**config.mk**
```make
export PLATFORM = sky130hd
export DESIGN_NAME = start_requester_flat
export DESIGN_NICKNAME = d
export VERILOG_FILES = /design/src/rtl/start_requester_if.sv /design/src/rtl/start_requester.sv /design/src/flat_wrapper.sv
export SDC_FILE = /design/constraint.sdc
export NUM_CORES = 1
export LEC_CHECK = 0
export ABC_AREA = 1
export ABC_CLOCK_PERIOD_IN_PS = 1900
export CAP_MARGIN = 20
export CORE_AREA = 10 10 47 49
export DETAILED_ROUTE_END_ITERATION = 10
export DIE_AREA = 0 0 57 59
export GPL_TIMING_DRIVEN = 0
export PLACE_DENSITY = 0.76
export SKIP_LAST_GASP = 1
export SLEW_MARGIN = 30
export SYNTH_ARGS = -nofsm -noshare
export SYNTH_HDL_FRONTEND = slang
export SYNTH_SLANG_ARGS = --single-unit
```
**constraint.sdc**
```tcl
create_clock -name i_clk -period 1.9 [get_ports i_clk]
set_input_delay 0.285 -clock i_clk [delete_from_list [all_inputs] [get_ports i_clk]]
set_output_delay 0.285 -clock i_clk [all_outputs]
set_load 0.005 [all_outputs]
```
**src/rtl/start_requester_if.sv**
```systemverilog
// Handshake bundle between local job-request logic and the start requester.
// The requester itself connects through the master modport; local logic uses slave.
interface start_requester_if #(
    parameter int unsigned PEND_W = 4
);
    logic              i_req;
    logic              i_busy;
    logic              o_start;
    logic [PEND_W-1:0] o_pending;
    logic              o_done;
    logic              o_overflow;
    logic              o_timeout;

    modport master (
        input  i_req,
        input  i_busy,
        output o_start,
        output o_pending,
        output o_done,
        output o_overflow,
        output o_timeout
    );

    modport slave (
        output i_req,
        output i_busy,
        input  o_start,
        input  o_pending,
        input  o_done,
        input  o_overflow,
        input  o_timeout
    );
endinterface

```
**src/rtl/start_requester.sv**
```systemverilog
// Queues one-cycle job requests and issues them one at a time to a downstream busy counter.
// Optional watchdog on long busy periods is compiled in with START_REQUESTER_WATCHDOG_EN.
module start_requester #(
    parameter int unsigned PEND_W  = 4,
    parameter logic [15:0] TIMEOUT = 16'd2000
) (
    input  logic              i_clk,
    input  logic              i_reset_n,
    start_requester_if.master bus
);

    typedef enum logic [1:0] {
        ST_IDLE = 2'd0,
        ST_REQ  = 2'd1,
        ST_RUN  = 2'd2
    } state_e;

    localparam logic [PEND_W-1:0] PEND_ZERO = {PEND_W{1'b0}};
    localparam logic [PEND_W-1:0] PEND_ONE  = {{(PEND_W-1){1'b0}}, 1'b1};
    localparam logic [PEND_W-1:0] PEND_MAX  = {PEND_W{1'b1}};

    state_e            state_r;
    state_e            state_next_s;
    logic [PEND_W-1:0] pending_r;
    logic [PEND_W-1:0] pending_next_s;
    logic              accept_s;
    logic              full_s;
    logic              overflow_s;
    logic              done_s;

    assign accept_s   = (state_r == ST_REQ) && !bus.i_busy;
    assign full_s     = (pending_r == PEND_MAX);
    assign overflow_s = bus.i_req && full_s && !accept_s;
    assign done_s     = (state_r == ST_RUN) && !bus.i_busy;

    // Pending counter: a request and an acceptance in the same cycle cancel out
    always_comb begin
        pending_next_s = pending_r;
        if (bus.i_req && !accept_s) begin
            if (!full_s) begin
                pending_next_s = pending_r + PEND_ONE;
            end else begin
                pending_next_s = pending_r;
            end
        end else if (accept_s && !bus.i_req) begin
            if (pending_r != PEND_ZERO) begin
                pending_next_s = pending_r - PEND_ONE;
            end else begin
                pending_next_s = pending_r;
            end
        end else begin
            pending_next_s = pending_r;
        end
    end

    // Next-state logic for the start handshake
    always_comb begin
        state_next_s = state_r;
        case (state_r)
            ST_IDLE: begin
                if (pending_r != PEND_ZERO) begin
                    state_next_s = ST_REQ;
                end else begin
                    state_next_s = ST_IDLE;
                end
            end
            ST_REQ: begin
                if (accept_s) begin
                    state_next_s = ST_RUN;
                end else begin
                    state_next_s = ST_REQ;
                end
            end
            ST_RUN: begin
                // Finishing job re-arms straight away when work is still queued
                if (!bus.i_busy) begin
                    if (pending_next_s != PEND_ZERO) begin
                        state_next_s = ST_REQ;
                    end else begin
                        state_next_s = ST_IDLE;
                    end
                end else begin
                    state_next_s = ST_RUN;
                end
            end
            default: state_next_s = ST_IDLE;
        endcase
    end

    // State and pending-count registers
    always_ff @(posedge i_clk or negedge i_reset_n) begin
        if (!i_reset_n) begin
            state_r   <= ST_IDLE;
            pending_r <= PEND_ZERO;
        end else begin
            state_r   <= state_next_s;
            pending_r <= pending_next_s;
        end
    end

    assign bus.o_start    = (state_r == ST_REQ);
    assign bus.o_pending  = pending_r;
    assign bus.o_done     = done_s;
    assign bus.o_overflow = overflow_s;

`ifdef START_REQUESTER_WATCHDOG_EN
    logic [15:0] wd_cnt_r;
    logic [15:0] wd_cnt_next_s;
    logic        timeout_r;
    logic        wd_hit_s;

    // Watchdog count: busy cycles in RUN, saturating at the limit
    always_comb begin
        wd_cnt_next_s = 16'd0;
        if ((state_r == ST_RUN) && bus.i_busy) begin
            if (wd_cnt_r < TIMEOUT) begin
                wd_cnt_next_s = wd_cnt_r + 16'd1;
            end else begin
                wd_cnt_next_s = wd_cnt_r;
            end
        end else begin
            wd_cnt_next_s = 16'd0;
        end
    end

    assign wd_hit_s = (state_r == ST_RUN) && bus.i_busy && (wd_cnt_next_s == TIMEOUT);

    // Watchdog registers; the error flag is sticky until reset
    always_ff @(posedge i_clk or negedge i_reset_n) begin
        if (!i_reset_n) begin
            wd_cnt_r  <= 16'd0;
            timeout_r <= 1'b0;
        end else begin
            wd_cnt_r  <= wd_cnt_next_s;
            timeout_r <= timeout_r | wd_hit_s;
        end
    end

    assign bus.o_timeout = timeout_r;
`else
    // TIMEOUT has no effect without the watchdog; the flag is tied low
    assign bus.o_timeout = 1'b0 & (TIMEOUT == 16'd0);
`endif

endmodule
```
**src/flat_wrapper.sv**
```systemverilog
// flat-port wrapper written by rule: the top's interface ports become plain ports
module start_requester_flat 
#(
    parameter int unsigned PEND_W  = 4,
    parameter logic [15:0] TIMEOUT = 16'd2000
)
  (i_clk, i_reset_n, bus_i_req, bus_i_busy, bus_o_start, bus_o_pending, bus_o_done, bus_o_overflow, bus_o_timeout);
  start_requester_if #(.PEND_W(PEND_W)) bus_i ();
  input  logic i_clk;
  input  logic i_reset_n;
  input wire logic [$bits(bus_i.i_req)-1:0] bus_i_req;
  input wire logic [$bits(bus_i.i_busy)-1:0] bus_i_busy;
  output wire logic [$bits(bus_i.o_start)-1:0] bus_o_start;
  output wire logic [$bits(bus_i.o_pending)-1:0] bus_o_pending;
  output wire logic [$bits(bus_i.o_done)-1:0] bus_o_done;
  output wire logic [$bits(bus_i.o_overflow)-1:0] bus_o_overflow;
  output wire logic [$bits(bus_i.o_timeout)-1:0] bus_o_timeout;
  assign bus_i.i_req = bus_i_req;
  assign bus_i.i_busy = bus_i_busy;
  assign bus_o_start = bus_i.o_start;
  assign bus_o_pending = bus_i.o_pending;
  assign bus_o_done = bus_i.o_done;
  assign bus_o_overflow = bus_i.o_overflow;
  assign bus_o_timeout = bus_i.o_timeout;
  start_requester #(.PEND_W(PEND_W), .TIMEOUT(TIMEOUT)) u_core (.i_clk(i_clk), .i_reset_n(i_reset_n), .bus(bus_i));
endmodule
```
Word level (Yosys, flattened, before mapping). Cells that the tools add are included.

Add/subtract/negate cells: 2. Equality and inequality tests: 3. Mux-type cells: 9. Reduce and logical (&&, ||, !) cells: 12.

Operators by type and width (count): two-way mux 4 bit (4); nonzero test 4 bit (2); logical AND 1 bit (6); one-hot mux 2 bit (3 select lines) (1); adder 4 x 1 -> 4 bit (second input constant) (1); == test 4 bit (second input constant) (1); two-way mux 2 bit (2); subtractor 4 x 1 -> 4 bit (second input constant) (1); zero test 1 bit (3); == test 2 x 1 -> 1 bit (second input constant) (1); == test 2 bit (second input constant) (1); zero test 2 bit (1); two-way mux 1 bit (2).

Register bits after elaboration: 6. Word-level logic and storage cells: 28.

Logic depth before layout (Yosys ltp).
Depth after elaboration: 9. Mapped depth: 13. Mapped depth without buffers: 13.

Worst setup path before layout. OpenSTA, ideal clock, no wires.

Path type: reg2reg. Start: reg u_core.pending_r[0], in the netlist u_core.bus.o_pending[0]. End: reg u_core.state_r[0]. Library setup time: 0.120 ns. Data arrival time: 1.285 ns. Path slack: 0.494 ns. Cell stages (with the launch flop): 14. Buffers on the path: 0. Cell sequence: dfrtp_1 -> inv_1 -> ha_1 -> inv_1 -> nand2_1 -> nand2_1 -> nand2_1 -> inv_1 -> nand2_1 -> nand3_1 -> nand2_1 -> nand2_1 -> o21ai_1 -> nand2_1.

Longest elaborated chain between the ends: 8. Elaborated cells between the ends (all ways): 13.

Ends and longest elaborated chain: start, declared (RTL line start_requester.sv:24) `logic [PEND_W-1:0] pending_r;`; start signal, assigned (RTL line start_requester.sv:97) `pending_r <= pending_next_s;`; subtractor 4 x 1 -> 4 bit or nonzero test 4 bit (tied branches) (RTL line start_requester.sv:47, start_requester.sv:46, start_requester.sv:61); two-way mux 4 bit (RTL line start_requester.sv:46) `if (pending_r != PEND_ZERO) begin`; two-way mux 4 bit (RTL line start_requester.sv:45) `end else if (accept_s && !bus.i_req) begin`; two-way mux 4 bit (RTL line start_requester.sv:39) `if (bus.i_req && !accept_s) begin`; nonzero test 4 bit (RTL line start_requester.sv:77) `if (pending_next_s != PEND_ZERO) begin`; two-way mux 1 bit (RTL line start_requester.sv:77); two-way mux 2 bit (RTL line start_requester.sv:76) `if (!bus.i_busy) begin`; one-hot mux 2 bit (3 select lines) * (RTL line start_requester.sv:59) `case (state_r)`; named net u_core.state_next_s[0] (RTL line start_requester.sv:23) `state_e state_next_s;`; end signal, assigned (RTL line start_requester.sv:96) `state_r <= state_next_s;`; end, declared (RTL line start_requester.sv:22) `state_e state_r;`.

The timed path passes the listed nets; every way through them passes the cells marked *.

Worst setup path after layout.
Start: reg u_core.state_r[0]. End: out bus_o_done.

Longest elaborated chain between the ends: 2.

Ends and longest elaborated chain: == test 2 bit (RTL line start_requester.sv:34) `assign done_s = (state_r == ST_RUN) && !bus.i_busy;`; logical AND 1 bit (RTL line start_requester.sv:34); end, declared (RTL line flat_wrapper.sv:15) `output wire logic [$bits(bus_i.o_done)-1:0] bus_o_done;`.

Every way passes these cells.

==> results.sh <==
export IMPL_finalNetCount=109
export IMPL_synth_cells=86
export IMPL_status="finished clean"
export IMPL_period_needed_ns=1.74
export IMPL_dp_cells=112
export IMPL_final_common_cell="nand2_1"
export IMPL_io_buffers=10
export IMPL_yosysSeqAreaShare_pct=27.2
export IMPL_cts_tree="done"
export IMPL_rsz0062_at_grt="no"
export IMPL_nFillCells=146
export IMPL_hold_ws_ns=0.274
export IMPL_clockRootBuffer="clkbuf_4"
export IMPL_overflow=0
export IMPL_setup_worst_path_end_class="output port"
export IMPL_start_util_pct=39.4
export IMPL_fmax_mhz=574
export IMPL_worstPathArrival_ns=1.46
export IMPL_drt_iter0_markers=21
export IMPL_hold_buffers=0
export IMPL_synth_warnings=0
export IMPL_die_width_microns=57
export IMPL_layout_drive_gt1_share_pct=20.8
export IMPL_clk_transition_reported_paths_ns=0.04
export IMPL_cts_made_buffers=3
export IMPL_area_delta_synth_final_pct=29.5
export IMPL_grt_max_degree=10
export IMPL_synth_cell_types=21
export IMPL_gp_congestion=0.801
export IMPL_die_y_microns=59
export IMPL_p_leak_nw=0.411
export IMPL_cp_max_fo=5
export IMPL_worstPathRequired_ns=1.62
export IMPL_antenna_found_initial=0
export IMPL_clock_skew_final_ns=0.00287
export IMPL_slew_viol_final=0
export IMPL_grt_total_usage_pct=7.84
export IMPL_max_stage_delay_ns=0.52
export IMPL_ys_flop_type="dfrtp_1"
export IMPL_vias=559
export IMPL_synth_edf_count=0
export IMPL_clk_path_buf_depth=2
export IMPL_timing_final_crit_share_pct=91.7
export IMPL_power_per_cell_area_mw_per_mm2=1600
export IMPL_wirelength_microns=1320
export IMPL_h_tree_depth=1
export IMPL_cp_cell_sequence="inv_2 -> nand2_1 -> nor2_1 -> clkdlybuf4s50_1"
export IMPL_ir_worst_vdd_mv=0.803
export IMPL_wire_per_inst_microns=11.3
export IMPL_syn_area_sq_um=552
export IMPL_final_instance_count_excl_fill=117
export IMPL_max_cap_viol_count=0
export IMPL_final_cell_mix="28 x nand2_1, 14 x inv_1, 8 x nand3_1, 8 x clkdlybuf4s50_1, 5 x dfrtp_1"
export IMPL_worstHoldPathType="in2async"
export IMPL_io_pins=12
export IMPL_dp_hpwl_microns=967
export IMPL_ys_ff_latch=6
export IMPL_die_area_sq_mm=0.00336
export IMPL_crit_path_start_kind="flip-flop"
export IMPL_drc=0
export IMPL_regArea_sq_um=151
export IMPL_grt_pass1_wl_microns=2110
export IMPL_final_hold_violation_count=0
export IMPL_clk_latency_ns=0.24
export IMPL_cts_num_sinks=6
export IMPL_ant_nets=0
export IMPL_crit_type="reg2out"
export IMPL_setup_violations=0
export IMPL_syn_nets=92
export IMPL_diodes=0
export IMPL_dr_pass1_iters=4
export IMPL_async_flop_share_pct=100
export IMPL_multi_input_area_sq_um=318
export IMPL_grt_pass1_vias=517
export IMPL_post_synth_cell_area_avg_sq_um=6.42
export IMPL_slowest_stage="clkdlybuf4s50_1"
export IMPL_drt_vias_per_instance=4.78
export IMPL_coreArea_sq_mm=0.00140
export IMPL_row_count=14
==> sequential cells by signal (all words and copies together), names as in the netlist <==
register / flops
u_core.bus.o_pending: 4
u_core.state_r: 2
==> path summary, 6_finish.rpt <==
| path | start | to | slack, ns | depth (start not counted) |
|---|---|---|---|---|
| max reg2reg | u_core.bus.o_pending[0] | u_core.state_r[0] | 0.22 | 14 |
| min reg2reg | u_core.state_r[0] | u_core.state_r[0] | 0.65 | 2 |
| max in group asynchronous | i_reset_n | u_core.bus.o_pending[1] | 1.40 | 1 |
| max | u_core.state_r[0] | bus_o_done | 0.16 | 4 |
| min | i_reset_n | u_core.bus.o_pending[2] | 0.27 | 1 |
| min in group i_clk | bus_i_busy | u_core.state_r[0] | 0.55 | 4 |
==> cell families after synthesis <==
family	synth area share (%)
AOI/OAI and AO/OA	5.44
xor gates and xnor gates	1.59
adders and majority gates	4.53
buffers and inverters	15.6
DFF	27.2
other	0.680
and+or+nand+nor	44.9
==> synth_stat cells, types with 2 or more instances <==
master   count  area (sq um)
nand3_2      4          40.0
inv_1       14          52.6
dfrtp_1      6           150
inv_2        3          11.3
ha_1         2          25.0
nor2_2       2          12.5
nand3_1      8          40.0
nand2_1     28           105
o21ai_0      3          15.0
o21ai_1      2          10.0
nor2_1       4          15.0
==> through the flow <==
step	setup WS [ns]	setup TNS [ns]	total power, mW	cell area, sq um	util (%)
after CTS	0.0318	0	1.13	712	50.8
after global placement	-0.0792	-0.0792	0.953	672	47.9
final	0.157	0	1.14	714	51.0
after detailed placement	-0.0715	-0.0715	0.970	672	47.9
after floorplan	0.494	0	0.738	552	-
after global routing	0.0176	0	1.26	714	51.0
==> timing repair <==
action | CTS | global route
setup endpoints to repair | 1 | 1
cloned | 0 | 0
endpoints found under the hold margin | 0 | 0
gates resized for setup | 3 | 1
setup buffers | 2 | 0
==> worst max-delay path, delay by kind of cell, from the launching register on <==
kind	cells	cell delay, ns
simple gates	2	0.18
buf+inv	2	0.62
flops	1	0.42
==> cell type report <==
type / instances / area share (%)
Buffer: 2 / 2.63
Clock buffer: 3 / 3.15
Tap cell: 16 / 2.80
Inverter: 18 / 9.46
Timing Repair Buffer: 12 / 16.3
Sequential cell: 6 / 21.2
Multi-Input combinational cell: 60 / 44.5
==> power breakdown <==
part           total (mW)  switching (mW)  internal (mW)
Clock               0.115          0.0440         0.0713
Combinational       0.757           0.417          0.340
Sequential          0.268          0.0742          0.194
==> layer usage <==
| metal | share of wire [%] | GRT usage (%) | wire [microns] |
|---|---|---|---|
| met3 | 6.7 | 2.15 | 89 |
| met2 | 51 | 14.0 | 667 |
| met1 | 40 | 7.53 | 523 |
| met5 | 0 | 0 | 0 |
| met4 | 3.0 | 6.04 | 39 |
(Power assumes the default switching activity.)
